### src/rtl/cpu_pkg.sv
// rtl/cpu_pkg.sv - shared decoder constants, register/writeback codes and control FSM state encoding
package cpu_pkg;

    localparam logic [2:0] OPC_MOV      = 3'b110;
    localparam logic [2:0] OPC_ALU      = 3'b101;

    localparam logic [1:0] OP_MOV_IMM   = 2'b10;
    localparam logic [1:0] OP_MOV_SHIFT = 2'b00;
    localparam logic [1:0] OP_ADD       = 2'b00;
    localparam logic [1:0] OP_CMP       = 2'b01;
    localparam logic [1:0] OP_AND       = 2'b10;
    localparam logic [1:0] OP_MVN       = 2'b11;

    localparam logic [2:0] NSEL_RN      = 3'b000;
    localparam logic [2:0] NSEL_RD      = 3'b001;
    localparam logic [2:0] NSEL_RM      = 3'b010;

    localparam logic [1:0] VSEL_C       = 2'b00;
    localparam logic [1:0] VSEL_SXIMM8  = 2'b10;

    typedef enum logic [2:0] {
        S_WAIT      = 3'd0,
        S_DECODE    = 3'd1,
        S_WRITE_IMM = 3'd2,
        S_GET_A     = 3'd3,
        S_GET_B     = 3'd4,
        S_EXEC      = 3'd5,
        S_WRITE_REG = 3'd6,
        S_ERROR     = 3'd7
    } state_t;

    // Flavour of the EXEC step, captured in DECODE so EXEC outputs depend only on registers.
    typedef enum logic [1:0] {
        EX_ALU    = 2'd0,
        EX_ZERO_A = 2'd1,
        EX_CMP    = 2'd2
    } exec_t;

endpackage

### src/rtl/risc_ctrl_outputs.sv
// rtl/risc_ctrl_outputs.sv - state -> datapath control vector decode; err output only with CTRL_ILLEGAL_TRAP_EN
module risc_ctrl_outputs
    import cpu_pkg::*;
(
    input  state_t      state_i,
    input  exec_t       kind_i,
    output logic        w_o,
    output logic [2:0]  nsel_o,
    output logic [1:0]  vsel_o,
    output logic        write_o,
    output logic        loada_o,
    output logic        loadb_o,
    output logic        asel_o,
    output logic        bsel_o,
    output logic        loadc_o,
    output logic        loads_o
`ifdef CTRL_ILLEGAL_TRAP_EN
    ,
    output logic        err_o
`endif
);

    always_comb begin
        w_o     = 1'b0;
        nsel_o  = NSEL_RN;
        vsel_o  = VSEL_C;
        write_o = 1'b0;
        loada_o = 1'b0;
        loadb_o = 1'b0;
        asel_o  = 1'b0;
        bsel_o  = 1'b0;
        loadc_o = 1'b0;
        loads_o = 1'b0;
        case (state_i)
            S_WAIT:      w_o = 1'b1;
            S_WRITE_IMM: begin
                nsel_o  = NSEL_RN;
                vsel_o  = VSEL_SXIMM8;
                write_o = 1'b1;
            end
            S_GET_A: begin
                nsel_o  = NSEL_RN;
                loada_o = 1'b1;
            end
            S_GET_B: begin
                nsel_o  = NSEL_RM;
                loadb_o = 1'b1;
            end
            S_EXEC: begin
                loadc_o = 1'b1;
                asel_o  = (kind_i == EX_ZERO_A);
                loads_o = (kind_i == EX_CMP);
            end
            S_WRITE_REG: begin
                nsel_o  = NSEL_RD;
                vsel_o  = VSEL_C;
                write_o = 1'b1;
            end
            default: ;
        endcase
    end

`ifdef CTRL_ILLEGAL_TRAP_EN
    assign err_o = (state_i == S_ERROR);
`endif

endmodule

### src/rtl/risc_control_fsm.sv
// rtl/risc_control_fsm.sv - Moore sequencer for the 5-step RISC datapath; CTRL_ILLEGAL_TRAP_EN adds a sticky ERROR state
module risc_control_fsm
    import cpu_pkg::*;
#(
    parameter int STATE_W = 3
) (
    input  logic        clk,
    input  logic        reset,
    input  logic        s,
    input  logic [2:0]  opcode,
    input  logic [1:0]  op,
    output logic        w,
    output logic [2:0]  nsel,
    output logic [1:0]  vsel,
    output logic        write,
    output logic        loada,
    output logic        loadb,
    output logic        asel,
    output logic        bsel,
    output logic        loadc,
    output logic        loads
`ifdef CTRL_ILLEGAL_TRAP_EN
    ,
    output logic        err
`endif
);

    logic [STATE_W-1:0] state_q;
    state_t             state_d;
    state_t             cur;
    exec_t              kind_q, kind_d;

    assign cur = state_t'(state_q);

`ifdef CTRL_ILLEGAL_TRAP_EN
    localparam state_t ILLEGAL_NEXT = S_ERROR;
`else
    localparam state_t ILLEGAL_NEXT = S_WAIT;
`endif

    always_comb begin
        state_d = cur;
        kind_d  = kind_q;
        case (cur)
            S_WAIT:      if (s) state_d = S_DECODE;
            S_DECODE: begin
                state_d = ILLEGAL_NEXT;
                if (opcode == OPC_MOV && op == OP_MOV_IMM) begin
                    state_d = S_WRITE_IMM;
                end else if (opcode == OPC_MOV && op == OP_MOV_SHIFT) begin
                    state_d = S_GET_B;
                    kind_d  = EX_ZERO_A;
                end else if (opcode == OPC_ALU) begin
                    case (op)
                        OP_ADD, OP_AND: begin
                            state_d = S_GET_A;
                            kind_d  = EX_ALU;
                        end
                        OP_CMP: begin
                            state_d = S_GET_A;
                            kind_d  = EX_CMP;
                        end
                        default: begin
                            state_d = S_GET_B;
                            kind_d  = EX_ZERO_A;
                        end
                    endcase
                end
            end
            S_WRITE_IMM: state_d = S_WAIT;
            S_GET_A:     state_d = S_GET_B;
            S_GET_B:     state_d = S_EXEC;
            S_EXEC:      state_d = (kind_q == EX_CMP) ? S_WAIT : S_WRITE_REG;
            S_WRITE_REG: state_d = S_WAIT;
`ifdef CTRL_ILLEGAL_TRAP_EN
            S_ERROR:     state_d = S_ERROR;
`endif
            default:     state_d = S_WAIT;
        endcase
    end

    always_ff @(posedge clk) begin
        if (reset) begin
            state_q <= S_WAIT;
            kind_q  <= EX_ALU;
        end else begin
            state_q <= state_d;
            kind_q  <= kind_d;
        end
    end

    risc_ctrl_outputs u_outputs (
        .state_i (cur),
        .kind_i  (kind_q),
        .w_o     (w),
        .nsel_o  (nsel),
        .vsel_o  (vsel),
        .write_o (write),
        .loada_o (loada),
        .loadb_o (loadb),
        .asel_o  (asel),
        .bsel_o  (bsel),
        .loadc_o (loadc),
        .loads_o (loads)
`ifdef CTRL_ILLEGAL_TRAP_EN
        ,
        .err_o   (err)
`endif
    );

endmodule

### config.mk
export PLATFORM = sky130hd
export DESIGN_NAME = risc_control_fsm
export DESIGN_NICKNAME = d
export VERILOG_FILES = /design/src/rtl/cpu_pkg.sv /design/src/rtl/risc_ctrl_outputs.sv /design/src/rtl/risc_control_fsm.sv
export SDC_FILE = /design/constraint.sdc
export NUM_CORES = 1
export LEC_CHECK = 0
export BUFFER_PORTS_ARGS = -buffer_cell sky130_fd_sc_hd__buf_2
export CAP_MARGIN = 10
export CORE_AREA = 4 4 41 43
export DETAILED_ROUTE_END_ITERATION = 10
export DIE_AREA = 0 0 45 47
export GPL_TIMING_DRIVEN = 0
export SLEW_MARGIN = 15
export SYNTH_ARGS = -nofsm -noshare
export SYNTH_HDL_FRONTEND = slang
export SYNTH_SLANG_ARGS = --single-unit
### constraint.sdc
create_clock -name clk -period 2.3 [get_ports clk]
set_clock_uncertainty 0.2 [all_clocks]
set_input_delay 0.345 -clock clk [delete_from_list [all_inputs] [get_ports clk]]
set_output_delay 0.345 -clock clk [all_outputs]
set_load 0.01 [all_outputs]
==> results of run 1 <==
metal layers:
metal,track usage (%),share of wire [%],vias up
met4,1.75,0,0
met5,0,0,-
met2,15.0,41,15
met3,6.13,9.2,0
met1,13.5,50,177
li1,-,-,222
worst max-delay path, cell delays in order, from the launching register on:
cell and delay [ps]:
dfxtp_1 290, buf_4 150, nor2_1 160, and2_2 170, buf_4 90, buf_2 110
stage by stage:
step / hold WS (ps) / area (sq um) / util (%)
after CTS: 192 / 553 / 42.5
after floorplan: 259 / 423 / -
final: 201 / 553 / 42.5
after detailed placement: 303 / 527 / 40.5
after global placement: 294 / 527 / 40.5
after global routing: 209 / 553 / 42.5
synth_stat cells:
| master | number | area (sq um) |
|---|---|---|
| nor4b_1 | 1 | 8.76 |
| dfxtp_1 | 5 | 100 |
| inv_1 | 2 | 7.51 |
| o221ai_2 | 1 | 15.0 |
| and2_2 | 2 | 15.0 |
| a31oi_1 | 3 | 18.8 |
| o21a_1 | 2 | 15.0 |
| o21ai_0 | 1 | 5.00 |
| nand2_1 | 2 | 7.51 |
| a21oi_2 | 1 | 8.76 |
| and3b_2 | 1 | 10.0 |
| buf_4 | 5 | 37.5 |
| nand4_1 | 1 | 6.26 |
| nor3b_1 | 2 | 15.0 |
| o21ai_1 | 1 | 5.00 |
| buf_6 | 1 | 11.3 |
| nand2b_1 | 3 | 18.8 |
| a21o_1 | 1 | 7.51 |
| nor2_1 | 5 | 18.8 |
| and4bb_4 | 1 | 16.3 |
| o21bai_1 | 1 | 7.51 |
| nand3_1 | 1 | 5.00 |
| nor3_1 | 2 | 10.0 |
| nor2b_1 | 3 | 18.8 |
| conb_1 | 1 | 3.75 |
| nand3b_1 | 1 | 7.51 |
| a21oi_1 | 1 | 5.00 |
| and4b_1 | 1 | 10.0 |
final cells by class:
class	count	area [sq um]	share of cell area (%)
Inverter	2	7.51	1.36
Multi-Input combinational cell	41	267	48.2
Buffer	6	48.8	8.82
Clock buffer	4	26.3	4.75
Sequential cell	5	100	18.1
Tap cell	15	18.8	3.39
Timing Repair Buffer	17	85.1	15.4
report_power, final:
part           internal, mW  switching [mW]  leakage, nW
Sequential           0.0895         0.00115       0.0406
Clock                0.0655          0.0347       0.0150
Combinational        0.0221          0.0250        0.205
logic make-up after synthesis:
family          after synthesis  synth area share (%)
flops                         5                  24.1
simple gates                 26                  40.4
compound gates               12                  21.1
buf+inv                       8                  13.6
other cells                   1                 0.903
how the worst max path moves through the flow:
stage / startpoint / endpoint / cells after the start
2_1_floorplan: cur[1]$_SDFFE_PP0P_ / asel / 3
3_3_place_gp: op[1] / kind_q[1]$_SDFFE_PP0P_ / 4
3_5_place_dp: op[1] / kind_q[1]$_SDFFE_PP0P_ / 4
4_1_cts: cur[0]$_SDFFE_PP0P_ / nsel[1] / 5
5_1_grt: cur[1]$_SDFFE_PP0P_ / asel / 4
6_report: cur[0]$_SDFFE_PP0P_ / nsel[1] / 5
registers in the layout, summed over array words and instances (netlist names):
name	flops
cur	3
kind_q	2
placed cells by master, fill, tap and decap left out:
cell | Yosys | layout
nor3b_1 | 2 | 2
nor2_1 | 5 | 5
nand3_1 | 1 | 1
a21oi_2 | 1 | 1
buf_6 | 1 | 1
a21o_1 | 1 | 1
buf_2 | 0 | 17
nor4b_1 | 1 | 1
nor2b_1 | 3 | 3
o221ai_2 | 1 | 1
a21oi_1 | 1 | 1
and4b_1 | 1 | 1
o21bai_1 | 1 | 1
nand4_1 | 1 | 1
conb_1 | 1 | 3
nand2_1 | 2 | 2
o21ai_0 | 1 | 1
buf_4 | 5 | 5
clkbuf_4 | 0 | 3
nand3b_1 | 1 | 1
dfxtp_1 | 5 | 5
nor3_1 | 2 | 2
inv_1 | 2 | 2
a31oi_1 | 3 | 3
clkbuf_1 | 0 | 1
and2_2 | 2 | 2
o21ai_1 | 1 | 1
and4bb_4 | 1 | 1
o21a_1 | 2 | 2
and3b_2 | 1 | 1
nand2b_1 | 3 | 3
==> qor.txt, run 1 <==
outcome -> completed
Final setup viols -> 0
area of the core -> 1300 sq um
final max-slew violation count -> 0
Setup TNS -> 0 ps
register-to-register setup slack -> 950 ps
die width -> 45 um
layout cells sized above 1 -> 42.7%
Worst-path clk slew -> 40 ps
Worst R2R End -> kind_q[1]$_SDFFE_PP0P_
vias post-DR -> 414
CP arrival -> 1210 ps
WL final -> 928 um
register area share after synthesis -> 24.1%
worst reg2reg path depth -> 4
CTS tree -> built
chip height -> 47 um
worst r2r src -> cur[2]$_SDFFE_PP0P_
ANT nets after route -> 0
CP startpoint kind -> flop
Synth cell types -> 28
Final Hold Vio Count -> 0
I/O Buffers -> 17
Final min period -> 1760 ps
number of setup buffers added after CTS -> 0
vias in the first global route -> 368
placed cell count -> 86
Hold Crit Class -> primary input to flop
Ys Warns -> 0
max_cap viols -> 0
hold path start -> reset
Placer Congestion -> 0.698
root buf cell -> clkbuf_4
Hold Path Depth -> 3
RSZ-0062 raised after global routing -> false
Post-CTS Hold Fix Bufs -> 0
leakage power -> 0.261 nW
Setup crit end kind -> output port
CTS sink count -> 5
post-synthesis register bit count -> 5
CTS max path bufs -> 2
Synth Area per Inst -> 7.99 sq um
initial detailed-routing violation count -> 21
IO Count -> 21
peak supply drop -> 0.249 mV
total global-route track usage -> 10.4%
kind of critical path -> flop to output port
fmax -> 569 MHz
Layout Nets -> 84
Design Power -> 0.238 mW
Worst Setup Slack, final -> 542 ps
detail-routed via count per cell -> 4.60
DRC -> 0
first-pass GRT wire length -> 1570 um
area grow syn2layout -> 33.1%
Syn Std Cell Area -> 415 sq um
GRT overflow -> 0
CTS buffer count -> 3
drt first pass iters -> 4
H-tree Lvls -> 1
DR WL/cell -> 10.3 um
Finished Layout Cells -> 90
Worst Hold End -> kind_q[0]$_SDFFE_PP0P_
post-DP HPWL -> 741 um
Initial Utilization -> 31.9%
Syn Inst Count -> 52
initial antenna violation count -> 0
area of the die -> 2120 sq um
largest net degree at the start of global routing -> 11
WP data required -> 1750 ps
crit-path max FO -> 9
Final period util -> 76.4%
PD cells -> 430 nW/um^2
clock insertion delay at the later pin of the skew report -> 240 ps
CTS resizes -> 0
number of fill cells -> 149
Post-Place Setup Slack -> 771 ps
n_diodes -> 0
number of placement rows -> 13
No activity file was read; power rests on OpenSTA's default activity.
==> inputs of run 2 (changes only) <==
Clock period 2.3 ns to 1.8 ns, I/O delays scaled along.
==> run 2 against run 1 <==
- design area rose by 1.8%
- highest routed layer unchanged
- die area unchanged
- critical path depth unchanged
- critical endpoint unchanged
- total power increased by 28%
- combinational power grew 29%
- register-to-register slack worse by 510 ps
==> qor.txt, run 2 (synthesis results as in run 1) <==
initial detailed-routing violation count -> 20 (-4.8%)
Hold Crit Class -> primary input to flop
final max-slew violation count -> 0 (unchanged)
Setup TNS -> 0 ps (unchanged)
FF+latch area -> 100 sq um (unchanged)
Hold Slack -> 127 ps (-73.7 ps)
number of setup buffers added after CTS -> 0 (unchanged)
crit-path max FO -> 9 (unchanged)
largest net degree at the start of global routing -> 11 (unchanged)
Initial Utilization -> 31.9% (unchanged)
Worst Path Buf+Inv -> 3 (unchanged)
outcome -> completed
Design Power -> 0.305 mW (+28%)
peak supply drop -> 0.322 mV (+29%)
DR WL/cell -> 10.4 um (+0.54%)
CP Cell Sequence -> buf_4, nor2_1, and2_2, buf_4, buf_2
ANT nets after route -> 0 (unchanged)
area of the die -> 2120 sq um (unchanged)
most common cell after layout, fill and taps aside -> buf_2
I/O Buffers -> 17 (unchanged)
number of fill cells -> 149 (unchanged)
vias post-DR -> 426 (+2.9%)
post-DP HPWL -> 741 um (unchanged)
root buf cell -> clkbuf_4
CP arrival -> 1220 ps (about the same)
RSZ-0062 raised after global routing -> false
area of the multi-input gates -> 277 sq um (+3.8%)
CTS tree -> built
CTS buffer count -> 3 (unchanged)
Placer Congestion -> 0.698 (unchanged)
most frequent cells in the layout -> 17 x buf_2, 5 x buf_4, 5 x nor2_1, 5 x dfxtp_1
Slowest cell on crit path -> dfxtp_1
Util after Layout -> 43.3% (+0.77 points)
PD cells -> 543 nW/um^2 (+26%)
Worst Setup Slack, final -> 114 ps (-428 ps)
layout cells sized above 1 -> 45.3% (+2.7 points)
DRC -> 0 (unchanged)
max reg flops -> 3 (unchanged)
CP most frequent cell -> buf_4
CP startpoint kind -> flop
Final setup viols -> 0 (unchanged)
area grow syn2layout -> 35.5%
chip height -> 47 um (unchanged)
detail-routed via count per cell -> 4.73 (+2.9%)
leakage power -> 0.261 nW (about the same)
number of placement rows -> 13 (unchanged)
drt first pass iters -> 4 (unchanged)
clock insertion delay at the later pin of the skew report -> 240 ps (about the same)
Post-Place Setup Slack -> 346 ps (-425 ps)
register-to-register setup slack -> 440 ps (-510 ps)
n_diodes -> 0 (unchanged)
max_cap viols -> 0 (unchanged)
CTS max path bufs -> 2 (unchanged)
Final period util -> 93.7%
kind of critical path -> flop to output port
Worst path top cell family by delay -> buffers and inverters
WP data required -> 1330 ps (-420 ps)
GRT overflow -> 0 (unchanged)
Layout Nets -> 84 (unchanged)
WL final -> 933 um (+0.54%)
die width -> 45 um (unchanged)
H-tree Lvls -> 1 (unchanged)
CTS sink count -> 5 (unchanged)
Final min period -> 1690 ps
first-pass GRT wire length -> 1570 um (unchanged)
Final Hold Vio Count -> 0 (unchanged)
Worst-path clk slew -> 40 ps (about the same)
Crit path largest cell delay -> 290 ps (about the same)
initial antenna violation count -> 0 (unchanged)
vias in the first global route -> 368 (unchanged)
Setup crit end kind -> output port
fmax -> 593 MHz
total global-route track usage -> 10.4% (unchanged)
IO Count -> 21 (unchanged)
area of the core -> 1300 sq um (unchanged)
run 2: path summary, 6_finish.rpt:
kind                          startpoint                endpoint  cells past startpoint
setup / recovery     cur[0]$_SDFFE_PP0P_                 nsel[1]                      5
hold / removal                     reset  kind_q[0]$_SDFFE_PP0P_                      3
setup reg to reg     cur[2]$_SDFFE_PP0P_  kind_q[1]$_SDFFE_PP0P_                      4
hold reg to reg   kind_q[0]$_SDFFE_PP0P_  kind_q[0]$_SDFFE_PP0P_                      1
run 2: area by class of cell:
class,instances,area share (%)
plain buffers,6,8.67
clock buffers,4,4.67
inverters,2,1.33
multi-input cells,41,49.1
flip-flops and latches,5,17.8
well taps,15,3.33
repair buffers,17,15.1
run 2: worst reg2reg max path, delay by kind of cell (launching register included):
family	cells	cell delay, ps
simple gates	1	380
flops	1	300
compound gates	2	230
buf+inv	1	130
run 2: repair_timing:
item                                    in CTS  in global routing
endpoints found under the setup margin       0                  1
hold buffers                                 0                  0
resized for setup                            0                  2
run 2: where the power goes:
part           switching (mW)  internal, mW
Combinational          0.0322        0.0284
Clock                  0.0452        0.0838
Sequential            0.00149         0.114
run 2: stage by stage:
stage / std cells / area, sq um
finish: 90 / 563
global route: 90 / 563
CTS: 90 / 553
detailed placement: 86 / 527
global placement: 86 / 527
floorplan: 54 / 423
run 2: metal layers:
layer	up-vias	global-route usage, %	share of wire, %
li1	222	-	-
met5	-	0	0
met4	0	1.75	0
met1	189	13.5	49
met2	15	15.0	41
met3	0	6.13	9.1
